**config.mk**
```make
export PLATFORM = sky130hd
export DESIGN_NAME = crtc_reg_ctrl
export DESIGN_NICKNAME = d
export VERILOG_FILES = /design/src/rtl/crtc_reg_ctrl.sv
export SDC_FILE = /design/constraint.sdc
export NUM_CORES = 1
export LEC_CHECK = 0
export BUFFER_PORTS_ARGS = -buffer_cell sky130_fd_sc_hd__buf_2
export CAP_MARGIN = 0
export CORE_ASPECT_RATIO = 1.4
export CORE_MARGIN = 2
export CORE_UTILIZATION = 60
export CTS_BUF_LIST = sky130_fd_sc_hd__clkbuf_4
export DETAILED_ROUTE_END_ITERATION = 8
export GPL_ROUTABILITY_DRIVEN = 0
export GPL_TIMING_DRIVEN = 1
export PLACE_DENSITY = 0.82
export SLEW_MARGIN = 20
export SYNTH_ARGS = -nofsm -noshare
export SYNTH_HDL_FRONTEND = slang
export SYNTH_SLANG_ARGS = --single-unit
```
**constraint.sdc**
```tcl
create_clock -name cclk_i -period 7.95 [get_ports cclk_i]
set_input_delay 1.59 -clock cclk_i [delete_from_list [all_inputs] [get_ports cclk_i]]
set_output_delay 1.59 -clock cclk_i [all_outputs]
set_load 0.05 [all_outputs]
```
**src/rtl/crtc_reg_ctrl.sv**
```systemverilog
// 6845-style CRTC register file: CPU writes land in a shadow bank that is committed to the live timing bank at vsync rise.
// Optional CRTC_READBACK_EN enables data-register reads of R12..R17; otherwise cpu_data_o is tied to zero.
module crtc_reg_ctrl #(
    parameter bit COMMIT_ON_VSYNC = 1'b1,
    parameter int NUM_REGS        = 18
) (
    input  logic        reset_i,
    input  logic        cclk_i,
    input  logic        cpu_cs_i,
    input  logic        cpu_rs_i,
    input  logic        cpu_we_i,
    input  logic [7:0]  cpu_data_i,
    output logic [7:0]  cpu_data_o,
    input  logic        v_sync_i,
    output logic        pending_o,
    output logic [7:0]  h_total_o,
    output logic [7:0]  h_displayed_o,
    output logic [7:0]  h_sync_pos_o,
    output logic [7:0]  sync_width_o,
    output logic [6:0]  v_total_o,
    output logic [4:0]  v_total_adj_o,
    output logic [6:0]  v_displayed_o,
    output logic [6:0]  v_sync_pos_o,
    output logic [4:0]  max_scan_line_o,
    output logic [13:0] start_addr_o
);

    // state   | meaning
    // IDLE    | shadow and live banks match
    // PENDING | shadow holds writes waiting for the next vsync rise
    typedef enum logic {IDLE, PENDING} state_t;

    state_t      state_q, state_d;
    logic [4:0]  addr_q;
    logic [7:0]  shadow [NUM_REGS];
    logic        v_sync_q;
    logic        vsync_rise;
    logic        data_wr;
    logic        commit;

    function automatic logic [7:0] reg_default(input logic [4:0] idx);
        case (idx)
            5'd0:    return 8'd63;
            5'd1:    return 8'd40;
            5'd2:    return 8'd48;
            5'd3:    return 8'h15;
            5'd4:    return 8'd32;
            5'd6:    return 8'd25;
            5'd7:    return 8'd28;
            5'd9:    return 8'd7;
            5'd12:   return 8'h10;
            default: return 8'h00;
        endcase
    endfunction

    // R16/R17 are read-only light-pen registers: a zero mask marks them unwritable.
    function automatic logic [7:0] reg_mask(input logic [4:0] idx);
        case (idx)
            5'd4, 5'd6, 5'd7, 5'd10: return 8'h7F;
            5'd5, 5'd9, 5'd11:       return 8'h1F;
            5'd12, 5'd14:            return 8'h3F;
            5'd16, 5'd17:            return 8'h00;
            default:                 return 8'hFF;
        endcase
    endfunction

    assign vsync_rise = v_sync_i & ~v_sync_q;
    assign data_wr    = cpu_cs_i & cpu_we_i & cpu_rs_i & (int'(addr_q) < NUM_REGS)
                        & (reg_mask(addr_q) != 8'h00);

    always_comb begin
        state_d = state_q;
        commit  = 1'b0;
        if (COMMIT_ON_VSYNC) begin
            case (state_q)
                IDLE: begin
                    if (data_wr) state_d = PENDING;
                end
                PENDING: begin
                    if (vsync_rise) begin
                        commit  = 1'b1;
                        state_d = data_wr ? PENDING : IDLE;
                    end
                end
                default: state_d = IDLE;
            endcase
        end else begin
            state_d = IDLE;
            commit  = 1'b1;
        end
    end

    always_ff @(posedge cclk_i or posedge reset_i) begin
        if (reset_i) begin
            state_q  <= IDLE;
            addr_q   <= '0;
            v_sync_q <= 1'b0;
            for (int i = 0; i < NUM_REGS; i++) shadow[i] <= reg_default(5'(i));
        end else begin
            state_q  <= state_d;
            v_sync_q <= v_sync_i;
            if (cpu_cs_i & cpu_we_i & ~cpu_rs_i) addr_q <= cpu_data_i[4:0];
            if (data_wr) shadow[addr_q] <= cpu_data_i & reg_mask(addr_q);
        end
    end

    assign pending_o = (state_q == PENDING);

    // Live bank samples the pre-write shadow, so a write coincident with commit waits a frame.
    always_ff @(posedge cclk_i or posedge reset_i) begin
        if (reset_i) begin
            h_total_o       <= 8'd63;
            h_displayed_o   <= 8'd40;
            h_sync_pos_o    <= 8'd48;
            sync_width_o    <= 8'h15;
            v_total_o       <= 7'd32;
            v_total_adj_o   <= 5'd0;
            v_displayed_o   <= 7'd25;
            v_sync_pos_o    <= 7'd28;
            max_scan_line_o <= 5'd7;
            start_addr_o    <= 14'h1000;
        end else if (commit) begin
            h_total_o       <= shadow[0];
            h_displayed_o   <= shadow[1];
            h_sync_pos_o    <= shadow[2];
            sync_width_o    <= shadow[3];
            v_total_o       <= shadow[4][6:0];
            v_total_adj_o   <= shadow[5][4:0];
            v_displayed_o   <= shadow[6][6:0];
            v_sync_pos_o    <= shadow[7][6:0];
            max_scan_line_o <= shadow[9][4:0];
            start_addr_o    <= {shadow[12][5:0], shadow[13]};
        end
    end

`ifdef CRTC_READBACK_EN
    always_ff @(posedge cclk_i or posedge reset_i) begin
        if (reset_i) begin
            cpu_data_o <= 8'h00;
        end else if (cpu_cs_i & ~cpu_we_i) begin
            if (cpu_rs_i && addr_q >= 5'd12 && int'(addr_q) < NUM_REGS)
                cpu_data_o <= shadow[addr_q];
            else
                cpu_data_o <= 8'h00;
        end
    end
`else
    assign cpu_data_o = 8'h00;
`endif

endmodule

```
==> results by group, run 1 <==
Place
  • Hpwl dp: 7570 um
  • Place WS: 4.07 ns
  • Port Buffers: 91
  • Post-DP Area: 0.00686 mm^2
  • DP Cell Count: 596

Critical path
  • CP Launch Point: v_sync_pos_o[4]$_DFFE_PP1P_
  • CP Capture Type: output pin
  • CP delay by family, top: flip-flops
  • Crit-path cells: buf_2
  • Crit path buffers/inverters: 1
  • Reg-to-Reg Start: addr_q[1]$_DFFE_PP0P_
  • Worst setup SP type: flop
  • Slowest-stage cell, CP: dfstp_2
  • Crit path kind: flop to output pin
  • CP required: 6.36 ns
  • Crit Path Max Fanout: 2
  • Crit path DAT: 1.32 ns
  • Critical Path Max Stage Delay: 0.56 ns

Clocking
  • CTS tree: yes
  • CTS max path bufs: 2
  • CTS Buf Count: 17
  • CTS Hold Bufs: 0
  • Sink Count: 161
  • H-tree levels: 4
  • Setup bufs post-CTS: 0
  • Worst-path clk slew: 0.11 ns
  • Post-cts resize count: 0
  • Root Buffer: clkbuf_4
  • Clock Latency Late Sink: 0.51 ns

Die
  • Ports: 100
  • Site Rows: 44
  • Die width: 90.8 um
  • Starting density of the core: 0.612
  • Area of the die: 0.0114 mm^2
  • Die height: 126 um
  • Core Box Area: 0.0103 mm^2

Yosys
  • Synthesized area: 0.00633 mm^2
  • Count leader, synth: mux2_2
  • Cell count after synthesis: 386
  • Area share of the largest cell type after synthesis: 0.447
  • Largest cells by area after synthesis: dfrtp_1 45%, mux2_2 27%, dfstp_2 20%
  • Number of synthesized flops with an enable pin: 0
  • Avg Cell Area, Syn: 16.4 um^2
  • Yosys cell types: 29
  • Register area share after synthesis: 0.646
  • Primary FF master, synth: dfrtp_1
  • Synthesis warning total: 0
  • FFs w/ async S/R, synth: 1.00
  • Flops & latches, synth: 161
  • Cell taking the most area after synthesis: dfrtp_1
  • Most instantiated cells after synthesis: 152 x mux2_2, 113 x dfrtp_1, 48 x dfstp_2

GRT
  • Global-route wire length before repair: 17800 um
  • Initial antenna violation count: 0
  • Vias in the first global route: 3441
  • Total Routing Usage GR: 0.206
  • Largest net degree at the start of global routing: 86
  • Total global routing overflow: 0

Worst hold path
  • Worst hold-check path type: flop to flop
  • Hold_sp: shadow[86]$_DFFE_PP0P_

Cells and area
  • Inserted Diodes: 0
  • Design area: 0.00712 mm^2
  • Final net count: 493
  • Non-Filler Instances: 629
  • Share of cells above drive strength 1: 0.690
  • Area growth, synth to finish: 12.4%

Drt
  • Initial DRC Count: 150
  • WL final: 11400 um
  • Wire length per cell: 18.1 um
  • # DRC: 0
  • Antenna Nets Post-Route: 0
  • Detailed Routing Iterations Pass 1: 4
  • Vias post-DR: 3421
  • Post-DR vias/cell: 5.44

Power and ir drop
  • Peak VDD IR: 186 uV
  • PwrDens: 317 mW/mm^2
  • LEAKAGE: 0.00372 uW

Timing
  • Tcrit/Tclk final: 0.366
  • Final worst slack: 5.04 ns
  • Post-layout min period: 2.91 ns
  • Worst-Margin Slew: 1.13 ns
  • Final Max Tran Viols: 0
  • Endpoints failing setup: 0
  • Final hold violations: 0
  • Unrepaired setup endpoints after global routing: false
  • Max Freq: 343 MHz
  • Slew margin rel.: 0.243
  • TNS Setup: 0 ns
  • Final Skew: 0.0161 ns

Job
  • Max-Cap Viols: 0

Status
  • Status: completed
## metal layers
metal  vias to the layer above  share of wire  track usage
met1                      1800           0.42        0.260
met3                         9          0.034       0.0530
met4                         0          0.011       0.0651
li1                       1536              -            -
met2                        76           0.54        0.353
met5                         -              0            0
## placed cells by master, fill, tap and decap left out, types with 3 or more instances in the layout
cell type,count
mux2_4,6
nor2b_1,5
conb_1,8
dfstp_2,48
nand4b_1,3
clkinv_2,5
mux2_2,152
buf_2,91
clkbuf_4,23
inv_1,3
dfrtp_1,113
## power by group
part           internal [uW]  switching (uW)  leakage (uW)
clock                    172             252      0.000143
combinational            214             475       0.00155
sequential              1040             103       0.00203
## registers in the layout, indices dropped and copies added (netlist names), 5 cells and up
register,cells
max_scan_line_o,5
v_total_adj_o,5
addr_q,5
v_total_o,7
h_displayed_o,8
v_sync_pos_o,7
sync_width_o,8
shadow,77
h_total_o,8
start_addr_o,14
v_displayed_o,7
h_sync_pos_o,8
## kinds of logic after synthesis
logic type	count (synthesis)	share of synthesized area
and+or+nand+nor	29	0.0358
buffers and inverters	32	0.0257
adders and majority gates	1	0.00198
other	1	0.000592
AOI/OAI and AO/OA	3	0.00395
DFF	161	0.646
muxes	159	0.286
## area by class of cell
class	count	area, um^2
Clock buffer	23	173
Clock inverter	9	70.1
Fill cell	790	3230
Inverter	4	20.0
Multi-Input combinational cell	200	2110
Sequential cell	161	4090
Tap cell	138	173
Timing Repair Buffer	94	482
## per-stage QoR
| step | hold WS [ns] | total power, uW | utilization |
|---|---|---|---|
| finish | 0.497 | 2250 | 0.688 |
| global route | 0.524 | 2350 | 0.688 |
| CTS | 0.507 | 2280 | 0.686 |
| detailed placement | 0.481 | 1860 | 0.663 |
| global placement | 0.468 | 1830 | 0.663 |
| floorplan | 0.454 | 1690 | - |
## final timing paths
path                       slack, ns  cells after the start                  endpoint
min in group asynchronous       1.20                      2  v_total_o[1]$_DFFE_PP0P_
max                             5.04                      1           v_sync_pos_o[4]
max reg2reg                     5.91                      3    shadow[98]$_DFFE_PP0P_
max in group asynchronous       5.29                      3   shadow[115]$_DFFE_PP0P_
min reg2reg                     0.50                      1    shadow[86]$_DFFE_PP0P_
min                             0.50                      1    shadow[86]$_DFFE_PP0P_
(Power assumes the default switching activity.)
==> inputs of run 2 (changes only) <==
CORE_UTILIZATION = 53   (was 60)
PLACE_DENSITY = 0.76   (was 0.82)
clock period = 2.6 ns   (was 7.95 ns; I/O delays follow)
==> run 2 against run 1 <==
  * Setup slack got worse by 4.5 ns
  * Cell count rose by 2.2%
  * Routed wire length is 7.0% higher
  * Register-to-register slack got worse by 5.3 ns
  * Highest routed layer unchanged
==> results by group, run 2 (same netlist as run 1, synthesis figures left out) <==
Drt
  • Wire length per cell: 19.0 um (+4.7%)
  • WL final: 12200 um (+7.0%)
  • Post-DR vias/cell: 5.36 (-1.4%)
  • # DRC: 0 (unchanged)
  • Detailed Routing Iterations Pass 1: 4 (unchanged)
  • Initial DRC Count: 130 (-13%)
  • Vias post-DR: 3447 (+0.76%)
  • Antenna Nets Post-Route: 0 (unchanged)

Timing
  • Final hold violations: 0 (unchanged)
  • Final Max Tran Viols: 0 (unchanged)
  • Endpoints failing setup: 0 (unchanged)
  • Post-layout min period: 2.02 ns
  • Tcrit/Tclk final: 0.777
  • TNS Setup: 0 ns (unchanged)
  • Slew margin rel.: 0.281 (+0.0383)
  • Unrepaired setup endpoints after global routing: false
  • Worst-Margin Slew: 1.08 ns (-0.0573 ns)
  • Final Skew: 0.0200 ns (+0.00391 ns)
  • Max Freq: 495 MHz

Die
  • Die width: 96.4 um (+6.1%)
  • Starting density of the core: 0.538 (-0.0734)
  • Site Rows: 47 (+6.8%)
  • Area of the die: 0.0129 mm^2 (+13%)
  • Die height: 133 um (+6.2%)
  • Ports: 100 (unchanged)
  • Core Box Area: 0.0118 mm^2 (+14%)

Worst hold path
  • Worst hold-check path type: primary input to async pin

Clocking
  • Worst-path clk slew: 0.13 ns (+0.02 ns)
  • CTS Hold Bufs: 0 (unchanged)
  • CTS Buf Count: 17 (unchanged)
  • H-tree levels: 4 (unchanged)
  • CTS tree: yes
  • CTS max path bufs: 2 (unchanged)
  • Clock Latency Late Sink: 0.55 ns (+0.04 ns)
  • Root Buffer: clkbuf_4
  • Sink Count: 161 (unchanged)
  • Setup bufs post-CTS: 0 (unchanged)
  • Post-cts resize count: 0 (unchanged)

Place
  • Post-DP Area: 0.00694 mm^2 (+1.2%)
  • Port Buffers: 91 (unchanged)
  • Hpwl dp: 8430 um (+11%)

Job
  • Max-Cap Viols: 0 (unchanged)

Critical path
  • Worst setup SP type: flop
  • Slowest-stage cell, CP: nor4b_2
  • Critical Path Max Stage Delay: 0.62 ns (+0.06 ns)
  • CP required: 3.03 ns (-3.33 ns)
  • Crit Path Max Fanout: 11 (+9)
  • Crit-path cells: nor4b_2 -> nor2b_1 -> mux2_2
  • CP Capture Type: flop
  • Crit path kind: flop to flop
  • Crit path DAT: 2.45 ns (+1.13 ns)

GRT
  • Initial antenna violation count: 1 (+1)
  • Largest net degree at the start of global routing: 62 (-28%)
  • Vias in the first global route: 3714 (+7.9%)
  • Total global routing overflow: 0 (unchanged)
  • Total Routing Usage GR: 0.208 (+0.00179)
  • Global-route wire length before repair: 19900 um (+12%)

Cells and area
  • Final net count: 497 (+0.81%)
  • Design area: 0.00724 mm^2 (+1.7%)
  • Utilization after layout: 0.616 (-0.0721)
  • Most frequent cells in the layout: 152 x mux2_2, 113 x dfrtp_1, 91 x buf_2
  • Max reg flops: 77 (unchanged)
  • Largest regs: shadow (77), start_addr_o (14)
  • Most flops, register: shadow
  • Area growth, synth to finish: 14.3%
  • Share of cells above drive strength 1: 0.695 (+0.00452)
  • Commonest non-fill, non-tap cell in the layout: mux2_2

Power and ir drop
  • PwrDens: 987 mW/mm^2 (+210%)
  • Overall power: 7140 uW (+220%)
  • LEAKAGE: 0.00376 uW (+1.1%)
  • Peak VDD IR: 505 uV (+170%)

Status
  • Status: completed
-- run 2: cell count changes in the layout (fill, tap and decap cells not counted), sizes merged --
cell / before / now
buf: 94 / 98
diode: 0 / 1
clkinvlp: 1 / 4
bufinv: 1 / 3
inv: 4 / 3
clkbuf: 23 / 19
-- run 2: worst paths after layout --
check	end	from	depth (start not counted)	slack [ns]
setup / recovery	shadow[35]$_DFFE_PP0P_	addr_q[1]$_DFFE_PP0P_	3	0.58
hold / removal	shadow[93]$_DFFE_PP0P_	reset_i	2	0.07
setup reg to reg	shadow[35]$_DFFE_PP0P_	addr_q[1]$_DFFE_PP0P_	3	0.58
hold reg to reg	shadow[86]$_DFFE_PP0P_	shadow[86]$_DFFE_PP0P_	1	0.50
max in group asynchronous	shadow[44]$_DFFE_PP1P_	reset_i	3	1.75
min in group cclk_i	v_sync_q$_DFF_PP0_	v_sync_i	1	0.11
-- run 2: area by class of cell --
cell class / count / area [um^2]
diodes: 1 / 2.50
clock buffers: 19 / 143
clock inverters: 13 / 146
fillers: 909 / 4520
inverters: 4 / 18.8
multi-input cells: 200 / 2110
flip-flops and latches: 161 / 4090
well taps: 147 / 184
repair buffers: 98 / 546
-- run 2: per-stage QoR --
| stage | setup slack, ns | cells | hold slack (ns) |
|---|---|---|---|
| 2_1_floorplan | 0.0764 | 393 | 0.454 |
| 3_3_place_gp | 0.538 | 610 | 0.469 |
| 3_5_place_dp | 0.502 | 610 | 0.477 |
| 4_1_cts | 0.572 | 642 | 0.0601 |
| 5_1_grt | 0.425 | 643 | 0.0661 |
| 6_report | 0.581 | 643 | 0.0713 |
-- run 2: worst max-delay path: cells and delay by family, from the launching register on --
kind	cells	cell delay [ns]
flops	1	0.53
mux	1	0.37
simple gates	2	1.02
-- run 2: report_power, final --
group          switching, uW  internal (uW)
logic                   1460            664
clock network            830            673
registers                336           3180
total                   2630           4520
-- run 2: metal layers --
metal | part of all wire | wire (um) | vias up | GRT usage
met5 | 0 | 0 | - | 0
met4 | 0.021 | 262 | 0 | 0.0790
met3 | 0.041 | 499 | 22 | 0.0537
met2 | 0.53 | 6430 | 91 | 0.341
met1 | 0.41 | 5020 | 1789 | 0.264
li1 | - | - | 1545 | -
==> inputs of run 3 (changes only) <==
clock period = 1.7 ns   (was 2.6 ns; I/O delays follow)
==> run 3 against run 2 <==
  * Fmax increased by 21%
  * Utilization increased by 2.7 points
  * Cell area up 4.4%
  * Register-to-register slack worse by 0.55 ns
  * Critical endpoint is now shadow[40]$_DFFE_PP0P_
==> results by group, run 3 (same netlist as run 1, synthesis figures left out) <==
Status
  • Status: completed

Clocking
  • CTS max path bufs: 2 (unchanged)
  • Root Buffer: clkbuf_4
  • Clock Latency Late Sink: 0.54 ns (about the same)
  • CTS Buf Count: 17 (unchanged)
  • CTS tree: yes
  • Sink Count: 161 (unchanged)
  • H-tree levels: 4 (unchanged)
  • Worst-path clk slew: 0.13 ns (about the same)

Timing
  • Post-layout min period: 1.67 ns (-0.353 ns)
  • Unrepaired setup endpoints after global routing: true
  • Final hold violations: 0 (unchanged)
  • Final worst slack: 0.0337 ns (-0.547 ns)
  • Max Freq: 600 MHz (+21%)
  • Final Max Tran Viols: 0 (unchanged)
  • Tcrit/Tclk final: 0.980 (+0.204)
  • Worst-Margin Slew: 0.795 ns (-0.281 ns)
  • Final Skew: 0.0145 ns (-0.00554 ns)
  • Endpoints failing setup: 0 (unchanged)
  • Slew margin rel.: 0.469 (+0.188)

Cells and area
  • Area growth, synth to finish: 19.3%
  • Sequential cell area: 0.00409 mm^2 (about the same)
  • Max reg flops: 77 (unchanged)
  • Commonest non-fill, non-tap cell in the layout: mux2_2
  • Most flops, register: shadow
  • FILL cells: 890 (-2.1%)
  • Multi-input gate area: 0.00216 mm^2 (+2.4%)
  • Share of cells above drive strength 1: 0.711 (+0.0165)
  • Largest regs: shadow (77), start_addr_o (14)
  • Final net count: 508 (+2.2%)
  • Most frequent cells in the layout: 152 x mux2_2, 111 x dfrtp_1, 67 x buf_2
  • Utilization after layout: 0.643 (+0.0269)

Die
  • Area of the die: 0.0129 mm^2 (unchanged)
  • Core Box Area: 0.0118 mm^2 (unchanged)
  • Site Rows: 47 (unchanged)
  • Starting density of the core: 0.538 (unchanged)
  • Ports: 100 (unchanged)
  • Die height: 133 um (unchanged)
  • Die width: 96.4 um (unchanged)

Drt
  • Detailed Routing Iterations Pass 1: 4 (unchanged)
  • Antenna Nets Post-Route: 0 (unchanged)
  • Post-DR vias/cell: 5.31 (-0.91%)
  • # DRC: 0 (unchanged)
  • Vias post-DR: 3474 (+0.78%)
  • Wire length per cell: 18.5 um (-2.8%)
  • WL final: 12100 um (-1.1%)
  • Initial DRC Count: 121 (-6.9%)

GRT
  • Initial antenna violation count: 1 (unchanged)
  • Vias in the first global route: 3639 (-2.0%)
  • Total global routing overflow: 0 (unchanged)
  • Global-route wire length before repair: 19500 um (-1.9%)
  • Largest net degree at the start of global routing: 82 (+32%)
  • Total Routing Usage GR: 0.203 (-0.00517)

Job
  • Max-Cap Viols: 0 (unchanged)

Power and ir drop
  • Peak VDD IR: 811 uV (+61%)
  • PwrDens: 1540 mW/mm^2 (+56%)
  • LEAKAGE: 0.00389 uW (+3.5%)

Critical path
  • CP required: 2.13 ns (-0.90 ns)
  • Crit path DAT: 2.10 ns (-0.35 ns)
  • Crit path kind: flop to flop
  • Crit Path Max Fanout: 11 (unchanged)
  • Worst setup SP type: flop
  • CP Capture Type: flop

Worst hold path
  • Worst hold-check path type: primary input to flop

Place
  • Place WS: -0.256 ns (-0.759 ns)
  • Hpwl dp: 8220 um (-2.5%)
  • Port Buffers: 91 (unchanged)
-- run 3: cell types whose count changed in the layout (fill, tap and decap cells not counted), moves of 4 or more --
cell	change
buf_2	-24
buf_4	+31
bufinv_16	+4
clkinv_2	-5
-- run 3: per-stage QoR --
step / instances / area [um^2] / total power, uW / hold slack (ns) / setup TNS, ns
final: 654 / 7560 / 11700 / 0.0537 / 0
after global routing: 654 / 7560 / 12200 / 0.0269 / -0.375
after CTS: 652 / 7540 / 11800 / 0.0211 / 0
after detailed placement: 617 / 7010 / 8730 / 0.486 / -5.38
after global placement: 617 / 7010 / 8610 / 0.471 / -1.79
after floorplan: 393 / 6360 / 7900 / 0.371 / -80.26
-- run 3: final timing paths --
kind | from | end | slack (ns) | cells past startpoint
worst max-delay path | addr_q[3]$_DFFE_PP0P_ | shadow[40]$_DFFE_PP0P_ | 0.03 | 3
min in group asynchronous | reset_i | sync_width_o[1]$_DFFE_PP0P_ | 0.46 | 4
worst min-delay path | cpu_data_i[3] | addr_q[3]$_DFFE_PP0P_ | 0.05 | 2
worst max register to register | addr_q[3]$_DFFE_PP0P_ | shadow[40]$_DFFE_PP0P_ | 0.03 | 3
worst min register to register | h_total_o[6]$_DFFE_PP0P_ | h_total_o[6]$_DFFE_PP0P_ | 0.51 | 1
max in group asynchronous | reset_i | shadow[131]$_DFFE_PP1P_ | 0.81 | 4
-- run 3: metal layers --
metal | share of wire | vias to the layer above | global-route usage
met4 | 0.019 | 0 | 0.0736
li1 | - | 1568 | -
met3 | 0.039 | 18 | 0.0452
met5 | 0 | - | 0
met1 | 0.41 | 1812 | 0.268
met2 | 0.53 | 76 | 0.329
-- run 3: layout make-up --
cell class,instances,share of cell area
antenna,1,0.000331
clock buffer,17,0.0169
clock inverter,15,0.0344
inverter,4,0.00248
multi-input combinational,200,0.286
sequential,161,0.541
tap,147,0.0243
timing repair buffer,109,0.0939
-- run 3: repair_timing --
item	4_1_cts	5_1_grt
setup buffers	1	1
hold buffers	2	0
setup endpoints to repair	67	31
pin swaps	1	1
hold endpoints to repair	114	0
gates resized for setup	37	3
-- run 3: worst max-delay path, stage by stage, from the launching register on --
cell and delay, ns:
dfrtp_2 0.49, nor4b_4 0.45, nor2b_1 0.28, mux2_4 0.33
-- run 3: power by group --
part           switching [uW]  total (uW)  internal (uW)
combinational            2270        3410           1140
sequential                482        5350           4870
clock                    1300        2910           1600
total                    4050       11700           7610
